$ cat config.mk
export PLATFORM = sky130hd
export DESIGN_NAME = apb_master
export DESIGN_NICKNAME = d
export VERILOG_FILES = /design/src/rtl/apb_master.sv
export SDC_FILE = /design/constraint.sdc
export NUM_CORES = 1
export LEC_CHECK = 0
export ABC_AREA = 1
export CORE_MARGIN = 3
export CORE_UTILIZATION = 37
export CTS_BUF_LIST = sky130_fd_sc_hd__clkbuf_16
export CTS_CLUSTER_SIZE = 10
export DETAILED_ROUTE_END_ITERATION = 8
export PLACE_DENSITY = 0.77
export SETUP_SLACK_MARGIN = 0.05
export SYNTH_ARGS = -nofsm -noshare
export SYNTH_HDL_FRONTEND = slang
export SYNTH_SLANG_ARGS = --single-unit
$ cat constraint.sdc
create_clock -name pclk -period 1.3 [get_ports pclk]
set_clock_uncertainty 0.05 [all_clocks]
set_input_delay 0.13 -clock pclk [delete_from_list [all_inputs] [get_ports pclk]]
set_output_delay 0.13 -clock pclk [all_outputs]
set_load 0.02 [all_outputs]
$ cat src/rtl/apb_master.sv
// Command-to-APB bridge: accepts one read/write command, runs SETUP/ACCESS with an
// optional PREADY timeout, and returns data/error on a valid/ready response port.
module apb_master #(
  parameter int DW        = 32,
  parameter int AW        = 5,
  parameter int TO_CYCLES = 16
) (
  input  logic            pclk,
  input  logic            preset,
  input  logic            i_cmd_valid,
  output logic            o_cmd_ready,
  input  logic            i_cmd_write,
  input  logic [AW-1:0]   i_cmd_addr,
  input  logic [DW-1:0]   i_cmd_wdata,
  input  logic [DW/8-1:0] i_cmd_strb,
  output logic            o_rsp_valid,
  input  logic            i_rsp_ready,
  output logic [DW-1:0]   o_rsp_rdata,
  output logic            o_rsp_err,
  output logic            o_rsp_timeout,
  output logic [AW-1:0]   o_paddr,
  output logic            o_pwrite,
  output logic            o_psel,
  output logic            o_penable,
  output logic [DW-1:0]   o_pwdata,
  output logic [DW/8-1:0] o_pstrb,
  input  logic [DW-1:0]   i_prdata,
  input  logic            i_pslverr,
  input  logic            i_pready
);

  localparam int SW = DW / 8;
  // Counter keeps at least one bit so the no-timeout build still elaborates.
  localparam int            CW      = (TO_CYCLES > 0) ? $clog2(TO_CYCLES + 1) : 1;
  localparam logic [CW-1:0] TO_LAST = CW'((TO_CYCLES > 0) ? TO_CYCLES - 1 : 0);
  localparam bit            TO_EN   = (TO_CYCLES != 0);

  typedef enum logic [1:0] {IDLE, SETUP, ACCESS, RESP} state_t;

  state_t        state;
  logic [CW-1:0] to_cnt;

  assign o_cmd_ready = (state == IDLE) && !preset;

  always_ff @(posedge pclk) begin
    if (preset) begin
      state         <= IDLE;
      to_cnt        <= '0;
      o_psel        <= 1'b0;
      o_penable     <= 1'b0;
      o_paddr       <= '0;
      o_pwrite      <= 1'b0;
      o_pwdata      <= '0;
      o_pstrb       <= '0;
      o_rsp_valid   <= 1'b0;
      o_rsp_rdata   <= '0;
      o_rsp_err     <= 1'b0;
      o_rsp_timeout <= 1'b0;
    end else begin
      case (state)
        IDLE: begin
          if (i_cmd_valid) begin
            o_paddr   <= i_cmd_addr;
            o_pwrite  <= i_cmd_write;
            o_pwdata  <= i_cmd_wdata;
            o_pstrb   <= i_cmd_write ? i_cmd_strb : SW'(0);
            o_psel    <= 1'b1;
            o_penable <= 1'b0;
            to_cnt    <= '0;
            state     <= SETUP;
          end
        end
        SETUP: begin
          o_penable <= 1'b1;
          state     <= ACCESS;
        end
        ACCESS: begin
          // PREADY is tested first so it wins over a coincident timeout.
          if (i_pready) begin
            o_psel        <= 1'b0;
            o_penable     <= 1'b0;
            o_rsp_rdata   <= o_pwrite ? DW'(0) : i_prdata;
            o_rsp_err     <= i_pslverr;
            o_rsp_timeout <= 1'b0;
            o_rsp_valid   <= 1'b1;
            state         <= RESP;
          end else if (TO_EN && (to_cnt == TO_LAST)) begin
            o_psel        <= 1'b0;
            o_penable     <= 1'b0;
            o_rsp_rdata   <= '0;
            o_rsp_err     <= 1'b1;
            o_rsp_timeout <= 1'b1;
            o_rsp_valid   <= 1'b1;
            state         <= RESP;
          end else begin
            to_cnt <= to_cnt + CW'(1);
          end
        end
        RESP: begin
          if (i_rsp_ready) begin
            o_rsp_valid <= 1'b0;
            state       <= IDLE;
          end
        end
        default: state <= IDLE;
      endcase
    end
  end

endmodule

==> flow_summary_export.csv, run 1 <==
group,metric,value,unit
timing,period_share,1.19,
synthesis,synth_area_per_cell,7.81,um^2
drt,dr_total_vias,3623,
setup_path,cp-startpoint,"to_cnt[0]",
synthesis,synth_fp_nets,515,
power_and_ir_drop,power_density,1950,mW/mm^2
placed_design,io_buffers,159,
setup_path,cp_cell_sequence,"ha_4 -> nand2_4 -> nor2_4 -> ha_4 -> nand2_2 -> nand2_4 -> inv_8 -> nand2_1 -> nand2_1 -> a21oi_1",
die,die_w,101,um
run,maxCapViolations,0,
setup_path,rr_endpoint,"to_cnt[2]",
clocking,hold_buffers,0,
synthesis,yosysTopAreaCell,"dfxtp_1",
setup_path,cp_max_fo,8,
drt,via_per_inst,4.96,
grt,grt_pass1_vias,3588,
clocking,clk_pin_slew_worst_paths,70,ps
synthesis,synth_cells,428,
timing,drv_slew,0,
power_and_ir_drop,ir_drop,1510,uV
timing,relSlewSlack,0.621,
hold_path,min_from,"i_prdata[3]",
drt,first_pass_iters,5,
setup_path,path_class,"flip-flop to flip-flop",
placed_design,gp_congestion,0.832,
outcome,violations,"setup timing",
timing,fin_ws,-246,ps
synthesis,synth.top_cells.by_count,"nor2_1, dfxtp_1, nand2_1",
setup_path,regToRegSetupSlack,-250,ps
setup_path,start_kind,"flip-flop",
synthesis,synthFlopType,"dfxtp_1",
cells_and_area,filler_cell_count,671,
cells_and_area,final_core_util,0.706,
timing,min_period,1550,ps
synthesis,synthDistinctLibCells,22,
grt,grt_overflow,0,
die,dieHeight,101,um
setup_path,cp_data_required_time,1500,ps
cells_and_area,antenna_cells,0,
synthesis,ys_top_cells_by_area,"dfxtp_1, nor2_1, nand2_1",
synthesis,ys_seq_elements,86,
outcome,status,"finished with violations",
cells_and_area,drive_gt1_frac,0.301,
clocking,clock-sinks,86,
placed_design,hpwl,7080,um
clocking,cts_tree,"done",
die,coreArea,0.00876,mm^2
timing,worstMarginPinSlew,568,ps
synthesis,synth_area,0.00334,mm^2
synthesis,synth_most_common_cell,"nor2_1",
drt,drc,0,
synthesis,synth_edf_count,0,
synthesis,yosysWarningCount,0,
setup_path,end_kind,"flip-flop",
setup_path,cp_slowest_cell,"dfxtp_2",
drt,initialDrtViolationCount,131,
power_and_ir_drop,leakage,2.63,nW
synthesis,yosysTopAreaCellShare,0.515,
setup_path,reg2reg_from,"to_cnt[0]",
timing,setup-violations-final,86,
clocking,cts_root_buf,"clkbuf_16",
die,io_pins,160,
drt,routed_wl,11500,um
grt,grt_max_degree,35,
synthesis,seq_area_frac_synth,0.515,
grt,antenna_found_initial,0,
clocking,insertion_delay,330,ps
cells_and_area,fin_nets,704,
timing,fmax,0.647,GHz
cells_and_area,syn_to_final_growth,85.0,%
setup_path,max_stage_delay,360,ps
clocking,cts_inserted_buffers,9,
clocking,ctsLongestPathBuffers,2,
grt,grt_util_all_layers,0.210,
timing,hold_viol_final,0,
die,num_rows,34,
die,die_area,0.0102,mm^2
timing,grt_setup_unrepaired,"true",
clocking,htree_levels,3,
setup_path,critPathCapture,"to_cnt[2]",
hold_path,min_path_type,"input pin to flip-flop",
drt,postRouteAntennaNets,0,
grt,grt_pass1_wl,17200,um
die,start_util,0.382,
setup_path,critPathArrivalTime,1750,ps
setup_path,r2r_cells,10,
synthesis,ys_async_sr_fraction,0,
power_and_ir_drop,finalPower,12.1,mW
drt,wl_per_cell,15.8,um
==> repair_timing <==
item                       CTS  global route
setup buffers                5             8
pin swaps                   24            22
cloned                       6             1
gates resized for setup    230           110
setup endpoints to repair  166           122
==> worst max-delay path: cells and delay by family, from the launching register on <==
kind | cells | cell delay, ps
buffers and inverters | 1 | 70
AOI/OAI and AO/OA | 1 | 150
DFF | 1 | 360
adders and majority gates | 2 | 330
and+or+nand+nor | 6 | 500
==> power by group <==
| part | total [mW] | internal, mW | leakage, nW | switching, mW |
|---|---|---|---|---|
| registers | 3.70 | 3.20 | 0.706 | 0.496 |
| clock network | 2.57 | 1.50 | 0.144 | 1.07 |
| logic | 5.80 | 2.67 | 1.78 | 3.13 |
| total | 12.1 | 7.37 | 2.63 | 4.70 |
==> layout by cell type, fill, tap and decap left out, types with 18 or more instances in the layout <==
cell type        instances
a21oi_1                 39
nand2_1                 47
clkdlybuf4s50_1         78
nor2_1                  49
dfxtp_1                 82
nor2_4                  42
o21ai_1                 18
nand3_1                 33
dlygate4sd2_1           39
buf_4                   20
clkbuf_2                24
==> how the worst min path moves through the flow <==
stage                 endpoint  slack (ps)  cells after the start
2_1_floorplan       o_pstrb[0]         220                      2
3_3_place_gp   o_rsp_rdata[26]         400                      2
3_5_place_dp   o_rsp_rdata[26]         400                      2
4_1_cts             o_pstrb[3]         320                      3
5_1_grt             o_pstrb[3]         330                      3
6_report        o_rsp_rdata[3]         320                      3
==> per-layer routing <==
metal	track usage	wire length, um
met1	0.267	4680
met2	0.367	6120
met3	0.0263	512
met5	0	0
met4	0.0726	197
==> state kept, by name (all words and copies together), names as in the netlist <==
signal         flops
o_pwdata          32
state              2
o_rsp_err          1
o_pstrb            4
o_psel             1
o_rsp_rdata       32
o_paddr            5
o_rsp_timeout      1
o_rsp_valid        1
o_pwrite           1
o_penable          1
to_cnt             5
==> cell families after synthesis <==
group / after synthesis / share of synthesized area
flops: 86 / 0.515
compound gates: 86 / 0.132
buf+inv: 44 / 0.0733
fa+ha+maj: 7 / 0.0262
simple gates: 205 / 0.254
==> layout make-up <==
class | instances | area [um^2] | area share
Clock buffer | 9 | 225 | 0.0364
Sequential cell | 86 | 1730 | 0.279
Timing Repair Buffer | 203 | 1980 | 0.320
Tap cell | 108 | 135 | 0.0218
Clock inverter | 7 | 72.6 | 0.0117
Inverter | 17 | 98.8 | 0.0160
Multi-Input combinational cell | 300 | 1940 | 0.314
==> stage by stage <==
stage / setup slack (ps) / TNS, ps / cell area (um^2) / hold WS, ps / cells
after global routing: -296 / -16680 / 6190 / 332 / 730
after CTS: -242 / -11020 / 5980 / 317 / 722
after detailed placement: -344 / -21930 / 5200 / 400 / 696
final: -246 / -12590 / 6190 / 322 / 730
after floorplan: -110 / -3520 / 3390 / 223 / 428
after global placement: -272 / -18150 / 5200 / 396 / 696
(Power assumes the default switching activity.)
==> inputs of run 2 (changes only) <==
--- a/config.mk
+++ b/config.mk
@@ -11,6 +11,7 @@
 export CTS_BUF_LIST = sky130_fd_sc_hd__clkbuf_16
 export CTS_CLUSTER_SIZE = 10
 export DETAILED_ROUTE_END_ITERATION = 8
+export GPL_ROUTABILITY_DRIVEN = 0
 export PLACE_DENSITY = 0.77
 export SETUP_SLACK_MARGIN = 0.05
 export SYNTH_ARGS = -nofsm -noshare
==> results of run 2 <==
Same layout as run 1: the final DEF is identical, and so are final timing and power.
==> inputs of run 3 (changes only) <==
--- a/config.mk
+++ b/config.mk
@@ -14,6 +14,7 @@
 export GPL_ROUTABILITY_DRIVEN = 0
 export PLACE_DENSITY = 0.77
 export SETUP_SLACK_MARGIN = 0.05
+export SLEW_MARGIN = 10
 export SYNTH_ARGS = -nofsm -noshare
 export SYNTH_HDL_FRONTEND = slang
 export SYNTH_SLANG_ARGS = --single-unit
==> results of run 3 <==
Same layout as run 1: the final DEF is identical, and so are final timing and power.
